[src/rtl/led_pkg.sv]
// Purpose: shared colour limits, FSM/source encodings and colour successor for the LED step scheduler.
// Latency: n/a (types, constants and a pure function only).
// Backpressure: n/a.
package led_pkg;

    localparam logic [2:0] COL_MIN = 3'd1;
    localparam logic [2:0] COL_MAX = 3'd6;

    typedef enum logic [1:0] {
        ST_IDLE   = 2'd0,
        ST_STEP   = 2'd1,
        ST_SETTLE = 2'd2,
        ST_FAULT  = 2'd3
    } state_e;

    typedef enum logic [1:0] {
        SRC_NONE = 2'b00,
        SRC_MAN  = 2'b01,
        SRC_AUTO = 2'b10
    } src_e;

    // Colour the LED block shows after one button cycle: 1..6, wrapping 6 -> 1.
    function automatic logic [2:0] next_colour(input logic [2:0] c);
        return (c == COL_MAX) ? COL_MIN : c + 3'd1;
    endfunction

endpackage

[src/rtl/btn_debounce.sv]
// Purpose: 2-flop synchroniser, stable-sample debounce counter and rising-edge pulse for a bouncy button.
// Latency: btn_raw high -> btn_rise high after DEBOUNCE_CYCLES+2 clk edges (sync 2, debounce DEBOUNCE_CYCLES).
// Backpressure: none; btn_rise is a one-cycle pulse the consumer must latch.
// Ports: clk, rst (sync, active-high), btn_raw (async in), btn_rise (one-cycle pulse per debounced press).
module btn_debounce #(
    parameter int DEBOUNCE_CYCLES = 4
) (
    input  logic clk,
    input  logic rst,
    input  logic btn_raw,
    output logic btn_rise
);

    localparam int CW = (DEBOUNCE_CYCLES > 1) ? $clog2(DEBOUNCE_CYCLES) : 1;
    localparam logic [CW-1:0] CNT_LAST = CW'(DEBOUNCE_CYCLES - 1);

    logic [1:0]    sync_q;
    logic [CW-1:0] cnt_q;
    logic          clean_q;
    logic          clean_prev_q;

    always_ff @(posedge clk) begin
        if (rst) begin
            sync_q       <= 2'b00;
            cnt_q        <= '0;
            clean_q      <= 1'b0;
            clean_prev_q <= 1'b0;
        end else begin
            sync_q       <= {sync_q[0], btn_raw};
            clean_prev_q <= clean_q;
            // Only an unbroken run of differing samples flips the clean level;
            // a single agreeing sample restarts the run.
            if (sync_q[1] != clean_q) begin
                if (cnt_q == CNT_LAST) begin
                    clean_q <= sync_q[1];
                    cnt_q   <= '0;
                end else begin
                    cnt_q <= cnt_q + CW'(1);
                end
            end else begin
                cnt_q <= '0;
            end
        end
    end

    assign btn_rise = clean_q & ~clean_prev_q;

endmodule

[src/rtl/led_step_scheduler.sv]
// Purpose: arbitrates manual/auto step requests, pulses the LED block button and checks the colour reply.
// Latency: pending request -> step 1 cycle (IDLE, !hold); btn_raw -> step DEBOUNCE_CYCLES+4 cycles.
// Backpressure: hold freezes grants and the auto timer; one pending bit per source, extra requests dropped.
// Ports: clk, rst (sync, active-high), btn_raw, auto_en, hold, colour_in[2:0] in;
//        step, step_src[1:0], busy, wrap_cnt[WRAP_W-1:0], fault out.
module led_step_scheduler
    import led_pkg::*;
#(
    parameter int DEBOUNCE_CYCLES = 4,
    parameter int AUTO_PERIOD     = 8,
    parameter int WRAP_W          = 8
) (
    input  logic              clk,
    input  logic              rst,
    input  logic              btn_raw,
    input  logic              auto_en,
    input  logic              hold,
    input  logic [2:0]        colour_in,
    output logic              step,
    output logic [1:0]        step_src,
    output logic              busy,
    output logic [WRAP_W-1:0] wrap_cnt,
    output logic              fault
);

    localparam int TW = $clog2(AUTO_PERIOD);
    localparam logic [TW-1:0] TIMER_LAST = TW'(AUTO_PERIOD - 1);

    state_e            state_q;
    logic              step_q, busy_q, fault_q;
    src_e              src_q;
    logic [2:0]        exp_q;
    logic [WRAP_W-1:0] wrap_q;
    logic [TW-1:0]     timer_q, timer_d;
    logic              man_pend_q, man_pend_d;
    logic              auto_pend_q, auto_pend_d;
    logic              btn_rise, auto_req;
    logic              grant, grant_man, colour_bad;

    btn_debounce #(.DEBOUNCE_CYCLES(DEBOUNCE_CYCLES)) u_btn (
        .clk      (clk),
        .rst      (rst),
        .btn_raw  (btn_raw),
        .btn_rise (btn_rise)
    );

    assign grant      = (state_q == ST_IDLE) && !hold && (man_pend_q || auto_pend_q);
    assign grant_man  = grant && man_pend_q;
    assign colour_bad = (colour_in == 3'd0) || (colour_in == 3'd7);

    always_comb begin
        timer_d  = timer_q;
        auto_req = 1'b0;
        if (!auto_en) begin
            timer_d = '0;
        end else if (!hold && state_q != ST_FAULT) begin
            if (timer_q == TIMER_LAST) begin
                timer_d  = '0;
                auto_req = 1'b1;
            end else begin
                timer_d = timer_q + TW'(1);
            end
        end
    end

    // A granted flag clears even if a fresh request arrives the same cycle:
    // that request found the flag already set and is dropped.
    always_comb begin
        man_pend_d  = man_pend_q;
        auto_pend_d = auto_pend_q;
        if (state_q != ST_FAULT) begin
            man_pend_d  = grant_man ? 1'b0 : (man_pend_q | btn_rise);
            auto_pend_d = (grant && !grant_man) ? 1'b0 : (auto_pend_q | auto_req);
        end
    end

    always_ff @(posedge clk) begin
        if (rst) begin
            timer_q     <= '0;
            man_pend_q  <= 1'b0;
            auto_pend_q <= 1'b0;
        end else begin
            timer_q     <= timer_d;
            man_pend_q  <= man_pend_d;
            auto_pend_q <= auto_pend_d;
        end
    end

    always_ff @(posedge clk) begin
        if (rst) begin
            state_q <= ST_IDLE;
            step_q  <= 1'b0;
            busy_q  <= 1'b0;
            fault_q <= 1'b0;
            src_q   <= SRC_NONE;
            exp_q   <= COL_MIN;
            wrap_q  <= '0;
        end else begin
            case (state_q)
                ST_IDLE: begin
                    if (grant) begin
                        if (colour_bad) begin
                            state_q <= ST_FAULT;
                            fault_q <= 1'b1;
                        end else begin
                            state_q <= ST_STEP;
                            step_q  <= 1'b1;
                            busy_q  <= 1'b1;
                            exp_q   <= next_colour(colour_in);
                            src_q   <= grant_man ? SRC_MAN : SRC_AUTO;
                        end
                    end
                end
                ST_STEP: begin
                    state_q <= ST_SETTLE;
                    step_q  <= 1'b0;
                end
                ST_SETTLE: begin
                    busy_q <= 1'b0;
                    if (colour_in != exp_q) begin
                        state_q <= ST_FAULT;
                        fault_q <= 1'b1;
                    end else begin
                        state_q <= ST_IDLE;
                        if (exp_q == COL_MIN) begin
                            wrap_q <= wrap_q + WRAP_W'(1);
                        end
                    end
                end
                default: begin
                    state_q <= ST_FAULT;
                    step_q  <= 1'b0;
                    busy_q  <= 1'b0;
                    fault_q <= 1'b1;
                end
            endcase
        end
    end

    assign step     = step_q;
    assign step_src = src_q;
    assign busy     = busy_q;
    assign wrap_cnt = wrap_q;
    assign fault    = fault_q;

endmodule

[config.mk]
export PLATFORM = sky130hd
export DESIGN_NAME = led_step_scheduler
export DESIGN_NICKNAME = d
export VERILOG_FILES = /design/src/rtl/led_pkg.sv /design/src/rtl/btn_debounce.sv /design/src/rtl/led_step_scheduler.sv
export SDC_FILE = /design/constraint.sdc
export NUM_CORES = 1
export LEC_CHECK = 0
export CORE_MARGIN = 4
export CORE_UTILIZATION = 52
export DETAILED_ROUTE_END_ITERATION = 16
export PLACE_DENSITY = 0.88
export RECOVER_POWER = 50
export SYNTH_ARGS = -nofsm -noshare
export SYNTH_HDL_FRONTEND = slang
export SYNTH_HIERARCHICAL = 1
export SYNTH_SLANG_ARGS = --single-unit
[constraint.sdc]
create_clock -name clk -period 2.05 [get_ports clk]
set_input_delay 0.41 -clock clk [delete_from_list [all_inputs] [get_ports clk]]
set_output_delay 0.41 -clock clk [all_outputs]
set_load 0.01 [all_outputs]
Word-level counts from Yosys, hierarchy flattened:

Index checks and enable logic that the tools add are counted.
W data, S select, Z words.

* register bits after elaboration: 29
* bits of input ports: 8
* output and inout bits: 13
* logic and storage cells: 81

* add/sub/neg operators: 4
* eq/ne operators: 14
* mux-type cells: 20
* bitwise gates (word level): 10
* reduce and logical (&&, ||, !) cells: 19

Operators by type and width (number)
* $reduce_and A3 Y1: 4
* $mux W1: 10
* $ne A2 B2 Y1 const B: 5
* $eq A3 B3 Y1 const B: 3
* $add A8 B1 Y8 const B: 1
* $mux W2: 4
* $not A1 Y1: 7
* $add A3 B1 Y3 const B: 2
* $mux W3: 2
* $pmux W2 S3: 1
* $logic_and A1 B1 Y1: 5
* $eq A2 B2 Y1 const B: 2
* $pmux W1 S2: 2
* $reduce_and A4 Y1: 1
* $eq A3 B1 Y1 const B: 1
* $logic_not A3 Y1: 1
* $ne A3 B3 Y1: 1
* $pmux W1 S3: 1
* $reduce_or A3 Y1: 1
* $add A2 B1 Y2 const B: 1
* $eq A2 B1 Y1 const B: 1
* $logic_not A1 Y1: 2
* $logic_not A2 Y1: 1
* $logic_or A1 B1 Y1: 2
* other kinds (5): 6

Longest topological paths before layout:

* word-level depth: 7
* depth in mapped cells: 5
* depth with buffers taken out: 5

Modules after synthesis:

Netlist, hierarchy kept.

Modules (own cells, without submodules)
* led_step_scheduler: instances 1, cells an instance 134, area each 1167.4 µm², sequential area each 460.4 µm²
* btn_debounce: instances 1, cells an instance 16, area each 201.4 µm², sequential area each 120.1 µm²

Worst setup path after synthesis:

No wires, ideal clock.

* path kind: in2reg
* start: in colour_in[2]
* end: reg wrap_q[7] (netlist: wrap_cnt[7])
* library setup time: 0.070 ns
* arrival: 1.582 ns
* required time: 1.980 ns
* setup slack: 0.398 ns
* stages on the path: 5
* path buffers: 1
* cells stage by stage: buf_2 nor4b_4 nand2_2 or4b_1 a21oi_1

* cells in the longest elaborated chain, start to end: 3

Ends and longest elaborated chain
* from (decl): line led_step_scheduler.sv:18 `input logic [2:0] colour_in,`
* $ne A3 B3 Y1: line led_step_scheduler.sv:120 `if (colour_in != exp_q) begin`
* $not A1 Y1 (no source line)
* $reduce_and A3 Y1 (no source line)
* to (signal assigned): line led_step_scheduler.sv:126 `wrap_q <= wrap_q + WRAP_W'(1);`
* to (decl): line led_step_scheduler.sv:33 `logic [WRAP_W-1:0] wrap_q;`

Every way passes these cells.
A chain may end at the register's enable or synchronous reset.

Worst setup path in the final report:

* start: in hold
* end: reg src_q[0] (netlist: step_src[0])

* cells in the longest elaborated chain, start to end: 5
* elaborated cells between the ends (all ways): 6
* classes of those cells: 1 x mux; 5 x reduce/logical

Ends and longest elaborated chain
* from (decl): line led_step_scheduler.sv:17 `input logic hold,`
* $logic_not A1 Y1 (*): line led_step_scheduler.sv:47 `assign grant = (state_q == ST_IDLE) && !hold && (man_pend_q || auto_pend_q);`
* $logic_and A1 B1 Y1 (*) (2 in a row): line led_step_scheduler.sv:47
* $logic_and A1 B1 Y1: line led_step_scheduler.sv:48 `assign grant_man = grant && man_pend_q;`
* $mux W2: line led_step_scheduler.sv:110 `src_q <= grant_man ? SRC_MAN : SRC_AUTO;`
* to (signal assigned): line led_step_scheduler.sv:110
* to (decl): line led_step_scheduler.sv:31 `src_e src_q;`

Mark *: on every way between the ends. The rest lies on a longest branch, timed or not.

==> metrics.md <==
| Metric | Value |
|---|---|
| Clock Skew | 9.84 ps |
| Synth Cell Area | 1370 µm² |
| CTS root buffer | clkbuf_4 |
| Logic pwr share | under 10% |
| Filler cell count | around 220 |
| Pins Over Slew Limit | 0 |
| VDD IR max | about 500 µV |
| IO Port Bufs | 20 |
| Req. time, crit path | around 2300 ps |
| Final Instance Area | 1680 µm² |
| RSZ-0062 raised after global routing | no |
| Psw | roughly 0.00025 W |
| DR vias | 1202 |
| Max-slew headroom | a little under half |
| Max-cap violations | 0 |
| GR Util All Layers | about a fifth |
| Crit Path Class | input port to register |
| Internal power | roughly 0.00073 W |
| Syn avg cell area | ~9.1 µm² |
| Slew @ Worst Pin | 822 ps |
| Layout cells sized above 1 | about an eighth |
| Cts repair resizes | 0 |
| Commonest non-fill, non-tap cell in the layout | dfxtp_1 |
| WL/cell | 14.2 µm |
| Area growth, synth to finish | 23.0% |
| Total clock sinks | 29 |
| GR Overflow Total | 0 |
| Largest family of logic cells by synthesized area | simple AND/OR/NAND/NOR gates |
| Cell Pwr Density | about 580 nW/µm² |
| Crit path launch type | input port |
| Hold_sp | u_btn/cnt_q[0] |
| Top sig layer | met4 |
| Layout net count | between 150 and 200 |
| Main synth FF type | dfxtp_1 |
| TNS Setup | 0 ps |
| First-pass GRT wire length | between 4000 and 5000 µm |
| Post-synth EDFFs | 0 |
| CTS tree | done |
| Initial antenna violation count | 0 |
| H-tree depth | 2 |
| Syn nets | between 150 and 200 |
| Final setup viols | 0 |
| Final wirelength | 3000 µm |
| Async SR Flop Fraction | 0% |
| Antenna Cells | 0 |
| Routability cong. | roughly 0.86 |
| Net Sw Frac | 25.5% |
| Post-Synth Simple-Gate Area | between 20% and 30% |
| Vias per Instance | approximately 5.7 |
| DIE WIDTH | 59.3 µm |
| Core Area | 2500 µm² |
| Post-DRT Antenna Nets | 0 |
| Drt drc | 0 |
| Yosys cell types | between 40 and 50 |
| Number of global-route vias before repair | approximately 1100 |
| Initial DRC Count | 57 |
| Post-Route Utilization | between 60 and 70% |
| Synth warn | 6 |
| Met3 WL post-DR | about 190 µm |
| DR WL met2 | about 1500 µm |
| DIE HEIGHT | slightly below 60 µm |
| Initial core utilization | between 50 and 60% |
| Mapped Cells | 150 |
| Wl on met1 | between 1000 and 1500 µm |
| Post-CTS Setup Repair Bufs | 0 |
| CTS Hold Buffers Added | 0 |
| Post-synthesis mux area share | between 1 and 1.5% |
| CTS Buf Count | 5 |
| Worst-path clk slew | 100 ps |
| Crit end category | register |
| Placed cell areas | roughly 1700 µm² |
| CP Max Fanout | 4 |
| Most frequent cells in the layout | 29 x dfxtp_1, 18 x clkdlybuf4s50_1, 15 x a21oi_1 |
| Number of synthesized register bits | 29 |
| Num ports | 21 |
| Final Hold Viols | 0 |
| Setup crit start | hold |
| Reg power frac | 58.4% |
| Largest net degree at the start of global routing | 20 |
| Clock share of power | 34.9% |
| Final HPWL DP | ~2300 µm |
| Leakage | around 0.63 nW |
| F_max | 565 MHz |
| R2r startpoint | state_q[0] |
| Die area | roughly 3500 µm² |
| Synth Area in Adders | under 10% |
| Critical Path AT | slightly below 2000 ps |
| Compound-cell area share of the yosys netlist | 17.2% |
| Tcrit/Tclk final | roughly 86% |
| # rows | 18 |
| CTS Buffer Depth | 2 |
| Worst hold-check path type | register to register |
| Clock latency on the worst-skew pair | between 300 and 400 ps |
| Post-synthesis sequential area ratio | around 42% |
| DRT Pass-1 Iters | 4 |
| Final min period | roughly 1800 ps |
| Status | completed |
| Synth Area in XOR/XNOR | 5.76% |
## synth_stat cells (all sizes together) (3+ instances only)
cell type,number,share of area (%)
a21oi,15,5.5
a311oi,3,1.9
buf,5,2.3
dfxtp,29,42
ha,4,3.7
inv,4,1.1
nand2,9,2.7
nand2b,5,2.3
nand3,5,1.8
nor2,14,3.8
nor2b,5,2.3
nor3,4,1.8
o21ai,3,1.1
xnor2,3,1.9
xor2,6,3.8
## cells by family (layout without fill, tap and decap cells)
group           Yosys count  in the layout
xor+xnor                  9              9
buf+inv                  11             42
simple gates             59             59
flops                    29             29
fa+ha+maj                 4              4
mux                       2              2
compound gates           36             36
## stage by stage
stage | setup slack [ps] | hold WS (ps) | power [W] | cells
finish | 281 | 431 | 0.000974 | 211
global route | 227 | 447 | 0.00102 | 211
CTS | 316 | 436 | 0.000989 | 211
detailed placement | 13.5 | 420 | 0.000653 | 203
global placement | 52.0 | 417 | 0.000651 | 203
floorplan | 398 | 404 | 0.000618 | 150
## final timing paths
check | end | depth (start not counted) | slack, ps
worst max-delay path | step_src[0] | 5 | 280
worst min-delay path | u_btn/cnt_q[0] | 1 | 430
worst max register to register | step_src[0] | 4 | 370
worst min register to register | u_btn/cnt_q[0] | 1 | 430
## power by group through the flow
stage	clock (W)	sequential [W]	combinational (W)
2_1_floorplan	0	0.000581	0.0000372
3_3_place_gp	0	0.000581	0.0000691
3_5_place_dp	0	0.000582	0.0000709
4_1_cts	0.000349	0.000569	0.0000714
5_1_grt	0.000375	0.000569	0.0000721
6_report	0.000339	0.000569	0.0000658
## layer usage
metal,vias to the layer above,track usage [%]
met5,-,0
met4,0,6.80
met3,5,7.41
met2,32,29.0
met1,568,23.9
li1,597,-
## worst max-delay path: stages
cell and delay, ps:
dlygate4sd3_1 540, or3_1 390, a2111o_1 430, mux2i_1 170
nor2_1 60
## final cells by class
class | instances | area, µm² | share of cell area, %
inverter | 4 | 15.0 | 0.892
sequential | 29 | 581 | 34.5
clock inverter | 3 | 17.5 | 1.04
tap | 30 | 37.5 | 2.23
multi-input combinational | 110 | 728 | 43.2
clock buffer | 5 | 37.5 | 2.23
timing repair buffer | 30 | 268 | 15.9
## registers in the layout, summed over array words and instances, names as in the netlist, 2 cells and up
register / flops
u_btn/cnt_q: 2
u_btn/sync_q: 2
wrap_cnt: 8
step_src: 2
exp_q: 3
timer_q: 3
state_q: 2
Note: power is estimated with default switching activity, not from simulation.
